--- config.mk ---
export PLATFORM = sky130hd
export DESIGN_NAME = gmul_seq_ctrl
export DESIGN_NICKNAME = d
export VERILOG_FILES = /design/src/rtl/gmul_ctrl_pkg.sv /design/src/rtl/gmul_win_cnt.sv /design/src/rtl/gmul_seq_ctrl.sv
export SDC_FILE = /design/constraint.sdc
export NUM_CORES = 1
export LEC_CHECK = 0
export CORE_MARGIN = 10
export CORE_UTILIZATION = 48
export CTS_BUF_LIST = sky130_fd_sc_hd__clkbuf_2 sky130_fd_sc_hd__clkbuf_4 sky130_fd_sc_hd__clkbuf_8
export DETAILED_ROUTE_END_ITERATION = 12
export GPL_ROUTABILITY_DRIVEN = 0
export GPL_TIMING_DRIVEN = 0
export PLACE_DENSITY = 0.82
export SYNTH_ARGS = -nofsm -noshare
export SYNTH_HDL_FRONTEND = slang
export SYNTH_HIERARCHICAL = 1
export SYNTH_SLANG_ARGS = --single-unit
--- constraint.sdc ---
create_clock -name clk -period 2.1 [get_ports clk]
set_input_delay 0.21 -clock clk [delete_from_list [all_inputs] [get_ports clk]]
set_output_delay 0.21 -clock clk [all_outputs]
set_load 0.05 [all_outputs]
--- src/rtl/gmul_ctrl_pkg.sv ---
// Shared definitions for the stochastic-multiplier sequencing controller.
package gmul_ctrl_pkg;

    localparam int unsigned LEN_LOG2_DEF = 8;
    localparam int unsigned DW_DEF       = 8;

    typedef enum logic [1:0] {
        S_IDLE,
        S_LOAD,
        S_RUN,
        S_DONE
    } state_t;

endpackage

--- src/rtl/gmul_win_cnt.sv ---
// Window cycle index plus ones accumulator for one bitstream window.
module gmul_win_cnt #(
    parameter int unsigned LEN_LOG2 = 8,
    parameter int unsigned DW       = 8
) (
    input  logic                clk,
    input  logic                rst_n,
    input  logic                clr,
    input  logic                en,
    input  logic                bit_in,
    output logic [DW-1:0]       idx,
    output logic [LEN_LOG2:0]   count,
    output logic                last
);

    logic [LEN_LOG2-1:0] idx_q;
    logic [LEN_LOG2:0]   cnt_q;

    // Index wraps to 0 after the last step, so it idles at 0 between windows.
    always_ff @(posedge clk or negedge rst_n) begin
        if (!rst_n) begin
            idx_q <= '0;
            cnt_q <= '0;
        end else if (clr) begin
            idx_q <= '0;
            cnt_q <= '0;
        end else if (en) begin
            idx_q <= idx_q + 1'b1;
            cnt_q <= cnt_q + (LEN_LOG2 + 1)'(bit_in);
        end
    end

    assign idx   = DW'(idx_q);
    assign count = cnt_q;
    assign last  = en && (idx_q == '1);

endmodule

--- src/rtl/gmul_seq_ctrl.sv ---
// Sequencing controller: operand capture, Sobol window run, ones count result.
// Optional macro GMUL_EARLY_TERM_EN: a zero operand skips LOAD/RUN with result 0.
module gmul_seq_ctrl
    import gmul_ctrl_pkg::*;
#(
    parameter int unsigned LEN_LOG2 = LEN_LOG2_DEF,
    parameter int unsigned DW       = DW_DEF
) (
    input  logic                clk,
    input  logic                rst_n,
    input  logic                in_valid,
    output logic                in_ready,
    input  logic [DW-1:0]       iA,
    input  logic [DW-1:0]       iB,
    output logic [DW-1:0]       mulA,
    output logic [DW-1:0]       mulB,
    output logic                loadA,
    output logic                loadB,
    output logic [DW-1:0]       seq_idx,
    output logic                seq_en,
    input  logic                bit_in,
    output logic                out_valid,
    input  logic                out_ready,
    output logic [LEN_LOG2:0]   result
);

    state_t              state_q;
    logic                in_ready_q;
    logic                load_q;
    logic                seq_en_q;
    logic                out_valid_q;
    logic [DW-1:0]       mula_q;
    logic [DW-1:0]       mulb_q;

    logic                accept;
    logic                early_term;
    logic                cnt_clr;
    logic                cnt_last;

    assign accept = in_valid && in_ready_q;

`ifdef GMUL_EARLY_TERM_EN
    assign early_term = (iA == '0) || (iB == '0);
`else
    assign early_term = 1'b0;
`endif

    // Cleared while in LOAD so RUN starts from zero; an early-terminated pair clears it for a 0 result.
    assign cnt_clr = (state_q == S_LOAD) || (accept && early_term);

    gmul_win_cnt #(
        .LEN_LOG2 (LEN_LOG2),
        .DW       (DW)
    ) u_win_cnt (
        .clk    (clk),
        .rst_n  (rst_n),
        .clr    (cnt_clr),
        .en     (seq_en_q),
        .bit_in (bit_in),
        .idx    (seq_idx),
        .count  (result),
        .last   (cnt_last)
    );

    always_ff @(posedge clk or negedge rst_n) begin
        if (!rst_n) begin
            state_q     <= S_IDLE;
            in_ready_q  <= 1'b1;
            load_q      <= 1'b0;
            seq_en_q    <= 1'b0;
            out_valid_q <= 1'b0;
            mula_q      <= '0;
            mulb_q      <= '0;
        end else begin
            case (state_q)
                S_IDLE: begin
                    if (accept) begin
                        mula_q     <= iA;
                        mulb_q     <= iB;
                        in_ready_q <= 1'b0;
                        if (early_term) begin
                            out_valid_q <= 1'b1;
                            state_q     <= S_DONE;
                        end else begin
                            load_q  <= 1'b1;
                            state_q <= S_LOAD;
                        end
                    end
                end
                S_LOAD: begin
                    load_q   <= 1'b0;
                    seq_en_q <= 1'b1;
                    state_q  <= S_RUN;
                end
                S_RUN: begin
                    if (cnt_last) begin
                        seq_en_q    <= 1'b0;
                        out_valid_q <= 1'b1;
                        state_q     <= S_DONE;
                    end
                end
                S_DONE: begin
                    if (out_ready) begin
                        out_valid_q <= 1'b0;
                        in_ready_q  <= 1'b1;
                        state_q     <= S_IDLE;
                    end
                end
                default: state_q <= S_IDLE;
            endcase
        end
    end

    assign in_ready  = in_ready_q;
    assign loadA     = load_q;
    assign loadB     = load_q;
    assign seq_en    = seq_en_q;
    assign out_valid = out_valid_q;
    assign mulA      = mula_q;
    assign mulB      = mulb_q;

endmodule

==> results_dict.tcl <==
set metrics [dict create \
    critical-path-max-stage-delay_ns 0.43 \
    wl_um 4520 \
    vias 1402 \
    mostFrequentLayoutCells "57 x clkdlybuf4s50_1, 38 x dfrtp_1, 12 x nor2_1" \
    ctsHoldBuffers 0 \
    wl_met2_um 2380 \
    area_growth_syn_to_layout_pct 38.3 \
    synth_top_area_cell "dfrtp_1" \
    final_common_cell "clkdlybuf4s50_1" \
    portBuffers 58 \
    dp_hpwl_um 3470 \
    drcViolationCount 0 \
    finalSetupViolCount 0 \
    ys_seq_area_share_pct 51.6 \
    fin_crit_ns 1.96 \
    core-area_um2 3740 \
    dieArea_um2 6860 \
    globalRouteTotalUtil_pct 12.9 \
    grt_pass1_vias 1467 \
    slew_violations 0 \
    critPathKind "flip-flop to flip-flop" \
    irDropWorstVdd_uv 555 \
    routedLengthMet1_um 1910 \
    maxSlewHeadroom_pct 42.7 \
    synth_cells 153 \
    end_kind "flip-flop" \
    clock_path_buffers 2 \
    top_layer "met4" \
    initial_utilization_pct 50.6 \
    syn_nets 184 \
    met3_length_um 162 \
    antenna_found_initial 0 \
    fin_skew_ns 0.00835 \
    grt_max_degree 40 \
    clk_latency_ns 0.29 \
    r2r_slack_ns 0.14 \
    critPathBufInv 0 \
    synth.area.top_cells "dfrtp_1 50%, mux2_4 7.9%, ha_1 6.6%" \
    synth_area_um2 1890 \
    startpoint "u_win_cnt/idx[0]" \
    multi_input_area_um2 852 \
    nFillCells 284 \
    r2r_cells 6 \
    first_pass_iters 4 \
    synth_top_area_share_pct 50.2 \
    path_depth 6 \
    drive_above_1_share_pct 16.9 \
    seq_area_um2 977 \
    start_kind "flip-flop" \
    hold_viol 0 \
    boundaryPins 59 \
    crit_required_ns 2.28 \
    cap_viol_max_count 0 \
    cts_sinks 39 \
    hold_slack_ns 0.0310 \
    die_h_um 82.8 \
    n_antenna_cell 0 \
    gr-total-overflow 0 \
    rows 22 \
    r2r_end "state_q[1]" \
    crit_chain "ha_1 > nand3_1 > nor3_1 > nor2b_1 > nor3_2 > mux2_2" \
    wire_per_inst_um 16.9 \
    clk_pin_slew_ns 0.08 \
    pwr_density_cell_nw_per_um2 749 \
    cts_tree "yes" \
    die_w_um 82.8 \
    via_per_inst 5.25 \
    fin_nets 249 \
    p_leak_uw 0.00120 \
    dp.cells 259 \
    synth.distinct_cells 29 \
    cpMaxStageDelayCell "dfrtp_1" \
    r2r_start "u_win_cnt/idx[0]" \
    cts_resized 0 \
    crit_end "state_q[1]" \
    maxClockFrequency_ghz 0.511 \
    avgSynthCellArea_um2 12.4 \
    initialDrtViolationCount 97 \
    htree_levels 2 \
    yosysWarnings 6 \
    status "completed" \
    ys_ff_latch 39 \
    ant_nets 0 \
    cts_setup_buffers 0 \
    fin_cells 267 \
    grt_pass1_wl_um 7460 \
    fin_crit_sh_pct 93.3 \
    worst_slew_pin_slew_ns 0.860 \
    critical-path-top-delay-family "simple AND/OR/NAND/NOR gates" \
    numCtsBuffers 5 \
    min_path_type "input port to asynchronous set/reset pin" \
    worstPathMaxFanout 4 \
    root_buffer "clkbuf_8" \
    rsz0062_at_grt "no" \
    arrival_ns 2.13 \
]
[worst min-delay path by stage]
stage / end / start
final: u_win_cnt/count[2] / rst_n
after global routing: u_win_cnt/count[2] / rst_n
after CTS: u_win_cnt/idx[4] / rst_n
after detailed placement: u_win_cnt/idx[4] / rst_n
after global placement: mulA[2] / mulA[2]
after floorplan: loadA / rst_n
[flip-flops by register name, indices dropped and copies added (netlist names)]
| register | cells |
|---|---|
| mulA | 8 |
| state_q | 2 |
| out_valid | 1 |
| in_ready | 1 |
| loadA | 1 |
| seq_en | 1 |
| u_win_cnt/count | 9 |
| u_win_cnt/idx | 8 |
| mulB | 8 |
[cell type report]
type / instances / share of cell area (%)
multi-input combinational: 103 / 32.6
clock inverter: 1 / 0.191
timing repair buffer: 58 / 22.0
sequential: 39 / 37.3
inverter: 6 / 0.860
buffer: 5 / 1.58
tap: 48 / 2.29
clock buffer: 7 / 3.20
[cells in the mapped netlist, drive strengths merged]
cell type / number
dfrtp: 38
mux2: 18
nor2: 12
ha: 10
o21ai: 8
a21oi: 7
mux2i: 7
nand2: 7
inv: 6
or3: 5
xor2: 5
buf: 4
nand3: 4
nand4: 4
nor3: 3
nor2b: 2
o2111ai: 2
o31ai: 2
or4: 2
xnor2: 2
a21boi: 1
clkbuf: 1
dfstp: 1
o211ai: 1
o2bb2ai: 1
[cells by family (layout without fill, tap and decap cells)]
logic type | count (synthesis) | count (layout) | share of synthesized area (%)
compound gates | 22 | 22 | 7.80
xor+xnor | 7 | 7 | 3.24
fa+ha+maj | 10 | 10 | 6.61
buf+inv | 11 | 77 | 3.37
flops | 39 | 39 | 51.6
mux | 25 | 25 | 16.4
simple gates | 39 | 39 | 11.0
[routing by layer]
metal,GRT usage [%],up-vias
met2,22.1,31
met3,3.71,7
met1,14.8,698
met5,0,-
li1,-,666
met4,4.77,0
[where the power goes]
| part | total [uW] | switching (uW) | internal [uW] |
|---|---|---|---|
| combinational | 556 | 356 | 200 |
| clock | 511 | 252 | 259 |
| sequential | 894 | 81.4 | 813 |
| total | 1960 | 689 | 1270 |
[per-stage QoR]
stage	TNS (ns)	setup slack (ns)	total power [uW]	instance area, um^2	util, %
2_1_floorplan	0	0.0962	1240	1890	-
3_3_place_gp	-0.800	-0.0231	1450	2530	67.7
3_5_place_dp	0	0.157	1460	2530	67.5
4_1_cts	0	0.144	1980	2620	69.9
5_1_grt	0	0.0375	2050	2620	69.9
6_report	0	0.141	1960	2620	69.9
No activity file was read; power rests on OpenSTA's default activity.
